==> config.mk <==
export PLATFORM = sky130hd
export DESIGN_NAME = xadc_avg_sampler
export DESIGN_NICKNAME = d
export VERILOG_FILES = /design/src/rtl/xadc_avg_sampler.sv
export SDC_FILE = /design/constraint.sdc
export NUM_CORES = 1
export LEC_CHECK = 0
export BUFFER_PORTS_ARGS = -buffer_cell sky130_fd_sc_hd__buf_2
export CAP_MARGIN = 30
export CORE_UTILIZATION = 30
export DETAILED_ROUTE_END_ITERATION = 8
export PLACE_DENSITY = 0.45
export SYNTH_ARGS = -nofsm -noshare
export SYNTH_HDL_FRONTEND = slang
export SYNTH_SLANG_ARGS = --single-unit
==> constraint.sdc <==
create_clock -name clk -period 9.9 [get_ports clk]
set_input_delay 1.485 -clock clk [delete_from_list [all_inputs] [get_ports clk]]
set_output_delay 1.485 -clock clk [all_outputs]
set_load 0.01 [all_outputs]
==> src/rtl/xadc_avg_sampler.sv <==
// XADC DRP reader: fetches each end-of-conversion result and publishes a
// per-channel average of 2^AVG_LOG2 samples, with overrun/timeout flags.
module xadc_avg_sampler #(
  parameter int         CHANNELS  = 4,
  parameter logic [6:0] BASE_ADDR = 7'h10,
  parameter int         AVG_LOG2  = 2,
  parameter int         TIMEOUT   = 64
) (
  input  logic                   clk,
  input  logic                   rst,
  input  logic                   eoc_in,
  input  logic [4:0]             channel_in,
  input  logic                   drdy_in,
  input  logic [15:0]            do_in,
  output logic                   den_out,
  output logic [6:0]             daddr_out,
  output logic [CHANNELS*12-1:0] ch_value,
  output logic                   sample_valid,
  output logic [3:0]             sample_ch,
  input  logic                   clear_flags,
  output logic                   overrun,
  output logic                   timeout_err
);

  localparam int AW     = 12 + AVG_LOG2;
  localparam int CW     = AVG_LOG2 + 1;
  localparam int TW     = $clog2(TIMEOUT + 1);
  localparam int NSAMP  = 1 << AVG_LOG2;

  typedef enum logic [1:0] {S_IDLE, S_READ, S_WAIT, S_ACC} state_t;

  state_t          state_reg;
  logic [3:0]      idx_reg;
  logic [11:0]     sample_reg;
  logic [TW-1:0]   wait_cnt_reg;

  logic [7:0]          ch_ext;
  logic [7:0]          ch_off;
  logic                ch_in_range;
  logic [CHANNELS-1:0] pub_hit;
  logic                unused_low_bits;

  // The low nibble of the DRP word carries no conversion data.
  assign unused_low_bits = ^do_in[3:0];

  assign ch_ext      = {3'b000, channel_in};
  assign ch_off      = ch_ext - {1'b0, BASE_ADDR};
  assign ch_in_range = (ch_ext >= {1'b0, BASE_ADDR}) && (ch_off < 8'(CHANNELS));

  always_ff @(posedge clk or posedge rst) begin
    if (rst) begin
      state_reg    <= S_IDLE;
      idx_reg      <= '0;
      sample_reg   <= '0;
      wait_cnt_reg <= '0;
      den_out      <= 1'b0;
      daddr_out    <= '0;
      sample_valid <= 1'b0;
      sample_ch    <= '0;
      overrun      <= 1'b0;
      timeout_err  <= 1'b0;
    end else begin
      den_out      <= 1'b0;
      sample_valid <= 1'b0;

      // Clear first so a same-cycle set event below takes precedence.
      if (clear_flags) begin
        overrun     <= 1'b0;
        timeout_err <= 1'b0;
      end
      if (eoc_in && (state_reg != S_IDLE))
        overrun <= 1'b1;

      case (state_reg)
        S_IDLE: begin
          if (eoc_in && ch_in_range) begin
            idx_reg   <= ch_off[3:0];
            daddr_out <= {2'b00, channel_in};
            den_out   <= 1'b1;
            state_reg <= S_READ;
          end
        end
        S_READ: begin
          wait_cnt_reg <= '0;
          state_reg    <= S_WAIT;
        end
        S_WAIT: begin
          if (drdy_in) begin
            sample_reg <= do_in[15:4];
            state_reg  <= S_ACC;
          end else if (wait_cnt_reg == TW'(TIMEOUT - 1)) begin
            timeout_err <= 1'b1;
            state_reg   <= S_IDLE;
          end else begin
            wait_cnt_reg <= wait_cnt_reg + TW'(1);
          end
        end
        S_ACC: begin
          state_reg <= S_IDLE;
          if (|pub_hit) begin
            sample_valid <= 1'b1;
            sample_ch    <= idx_reg;
          end
        end
        default: state_reg <= S_IDLE;
      endcase
    end
  end

  // Each channel owns its accumulator, sample count and published value.
  genvar gi;
  generate
    for (gi = 0; gi < CHANNELS; gi++) begin : g_ch
      logic [AW-1:0] acc_reg;
      logic [AW-1:0] acc_next;
      logic [CW-1:0] cnt_reg;
      logic [11:0]   value_reg;
      logic          sel;

      assign sel          = (state_reg == S_ACC) && (idx_reg == 4'(gi));
      assign acc_next     = acc_reg + AW'(sample_reg);
      assign pub_hit[gi]  = sel && (cnt_reg == CW'(NSAMP - 1));

      always_ff @(posedge clk or posedge rst) begin
        if (rst) begin
          acc_reg   <= '0;
          cnt_reg   <= '0;
          value_reg <= '0;
        end else if (sel) begin
          if (pub_hit[gi]) begin
            value_reg <= acc_next[AW-1:AVG_LOG2];
            acc_reg   <= '0;
            cnt_reg   <= '0;
          end else begin
            acc_reg <= acc_next;
            cnt_reg <= cnt_reg + CW'(1);
          end
        end
      end

      assign ch_value[gi*12 +: 12] = value_reg;
    end
  endgenerate

endmodule

==> results.toml <==
[logic_synthesis]
synth_top_cell_by_area = "dfrtp_1"
synth_cell_types = 70
ys_seq_elements = 150
synthesis.area_um2 = 8170
yosysMostFrequentCell = "dfrtp_1"
syn_area_per_cell_um2 = 9.90
yosysWarnings = 0
synth_top_area_share_pct = 46.0
seq_area_frac_synth_pct = 46.0
netlist_top_cells_count = "dfrtp_1 (150), nand2_1 (122), o21ai_0 (99), ha_1 (57), a21oi_1 (34)"
synth-main-ff-cell = "dfrtp_1"
async_flop_share_pct = 100
synth_edf_count = 0
synth_area_leaders = "dfrtp_1 (46%), ha_1 (8.7%), o21ai_0 (6.1%)"
synth_cells = 825

[placement]
portBuffers = 82
hpwl_um = 14500
globalplace.congestion = 0.811

[clock_network]
clk_pin_slew_ns = 0.07
cts-resized-gates = 0
ctsHoldBuffers = 0
cts_setup_buffers = 0
cts_made_buffers = 17
clock_path_buffers = 2
cts_sinks = 150
tritoncts = "built"
cts_root_buf = "clkbuf_16"
h-tree-depth = 4
clk_latency_ns = 0.42

[worst_setup_path]
crit_path_end_kind = "flop"
rr_startpoint = "state_reg[1]$_DFFE_PP0P_"
max_stage_delay_ns = 0.48
worstPathRequired_ns = 10.21
worstPathMaxFanout = 23
r2r_slack_ns = 6.95
arrival_ns = 3.25
r2r_cells = 6
start_kind = "flop"
crit_type = "flop to flop"
critical_path.slowest_cell = "nand3_2"
r2r-end = "sample_ch[0]$_DFFE_PP0P_"
crit_chain = "and4bb_1 -> nand3_2 -> inv_2 -> nand2_1 -> and4_4 -> mux2_2"

[timing]
hold_viol_final = 0
max_freq_mhz = 339
min_period_ns = 2.95
post-route-period-util_pct = 29.8
drv_slew = 0
setup_tns_ns = 0
timing.slew.headroom_pct = 47.5
worst_pin_slew_ns = 0.785
whs_ns = 0.466
setup_viol = 0
grt_setup_unrepaired = "false"
clock_skew_ns = 0.0129

[global_route]
grt_max_degree = 80
grt_usage_pct = 15.6
grt_overflow_total = 0
grt_pass1_wl_um = 34100
grt_antenna_before_repair = 3
grt_pass1_vias = 6211

[detailed_routing]
drtIter0Drc = 339
drcViolationCount = 0
first_pass_iters = 5
final_antenna_net_count = 0
drt_wl_total_um = 20600
vias = 6182
post_drt_wl_per_cell_um = 16.3
via_per_inst = 4.91

[power]
irDropWorstVdd_mv = 0.112
leakagePower_nw = 4.64
p_per_area_nw_per_um2 = 330

[hold_path]
min_path_type = "flop to flop"
hold-path-cell-count = 1
hold_path.startpoint = "wait_cnt_reg[6]$_DFFE_PP0P_"
whs_endpoint = "timeout_err$_DFF_PP0_"

[die]
num_io_pins = 89
row_count = 60
die_area_um2 = 27900
initial_core_util_pct = 30.5
core-area_um2 = 26800
dieWidth_um = 167
fp.dieH_um = 167

[layout]
nNetsFinal = 989
area_growth_pct = 17.7
drive_gt1_share_pct = 17.8
largest_reg_flops = 56
final_util_pct = 35.9

[outcome]
status = "complete, no violations"

[job]
drv_cap = 0
-- cells by family (layout without fill, tap and decap cells) --
| family | after synthesis | after routing | synth area share [%] |
|---|---|---|---|
| other | 1 | 5 | 0.0459 |
| adders and majority gates | 61 | 61 | 9.71 |
| muxes | 28 | 28 | 3.82 |
| and+or+nand+nor | 245 | 245 | 14.4 |
| AOI/OAI and AO/OA | 240 | 240 | 18.7 |
| buffers and inverters | 59 | 148 | 3.00 |
| xor gates and xnor gates | 41 | 41 | 4.40 |
| DFF | 150 | 150 | 46.0 |
-- area by class of cell --
cell class | instances | area [um2]
diodes | 3 | 7.51
clock buffers | 19 | 453
clock inverters | 13 | 216
fillers | 2736 | 17200
inverters | 29 | 114
multi-input cells | 617 | 4170
flip-flops and latches | 150 | 3750
well taps | 341 | 427
repair buffers | 87 | 473
-- metal layers --
metal  global-route usage [%]  vias to the layer above  wire (um)
met3                     3.54                       11        996
met4                     4.47                        0        180
met5                        0                        -          0
met1                     21.4                     2959      10100
met2                     24.5                       98       9260
li1                         -                     3114          -
-- worst max-delay path, delay by kind of cell, from the launching register on --
family	cells	cell delay, ns
DFF	1	0.46
buffers and inverters	1	0.24
muxes	1	0.27
and+or+nand+nor	4	1.86
-- stage by stage --
stage	setup slack (ns)	cell area [um2]	instances	total power [mW]
floorplan	4.38	8170	826	2.05
global placement	6.67	8890	1221	2.44
detailed placement	6.65	8910	1223	2.44
CTS	6.90	9580	1255	3.21
global route	6.66	9610	1257	3.45
finish	6.95	9610	1259	3.17
-- placed cells by master (no fill, tap or decap), types with 5 or more instances in the layout --
cell,n
a211oi_1,7
a21o_1,19
a21oi_1,34
a22o_1,13
a31oi_1,7
and2_1,8
buf_2,83
bufinv_16,5
clkbuf_16,17
dfrtp_1,150
ha_1,57
inv_1,25
mux2_2,25
nand2_1,122
nand2b_1,9
nand3_1,20
nand4_1,8
nor2_1,27
nor3_1,16
o21ai_0,99
o21ai_1,5
o31ai_1,19
or3_1,9
xnor2_1,22
xor2_1,19
-- worst max-delay path by stage --
stage,depth (start not counted),startpoint,end,slack (ns)
floorplan,1,rst,daddr_out[3]$_DFFE_PP0P_,4.38
global placement,3,rst,g_ch[3].acc_reg[9]$_DFFE_PP0P_,6.67
detailed placement,3,rst,g_ch[3].acc_reg[9]$_DFFE_PP0P_,6.65
CTS,6,state_reg[0]$_DFFE_PP0P_,sample_ch[0]$_DFFE_PP0P_,6.90
global route,6,state_reg[0]$_DFFE_PP0P_,sample_ch[0]$_DFFE_PP0P_,6.66
finish,6,state_reg[1]$_DFFE_PP0P_,sample_ch[0]$_DFFE_PP0P_,6.95
-- where the power goes --
part           internal, mW  total [mW]  switching [mW]
Clock                 0.465       0.744           0.279
Combinational         0.608        1.45           0.841
Sequential            0.778       0.975           0.198
(Power assumes the default switching activity.)
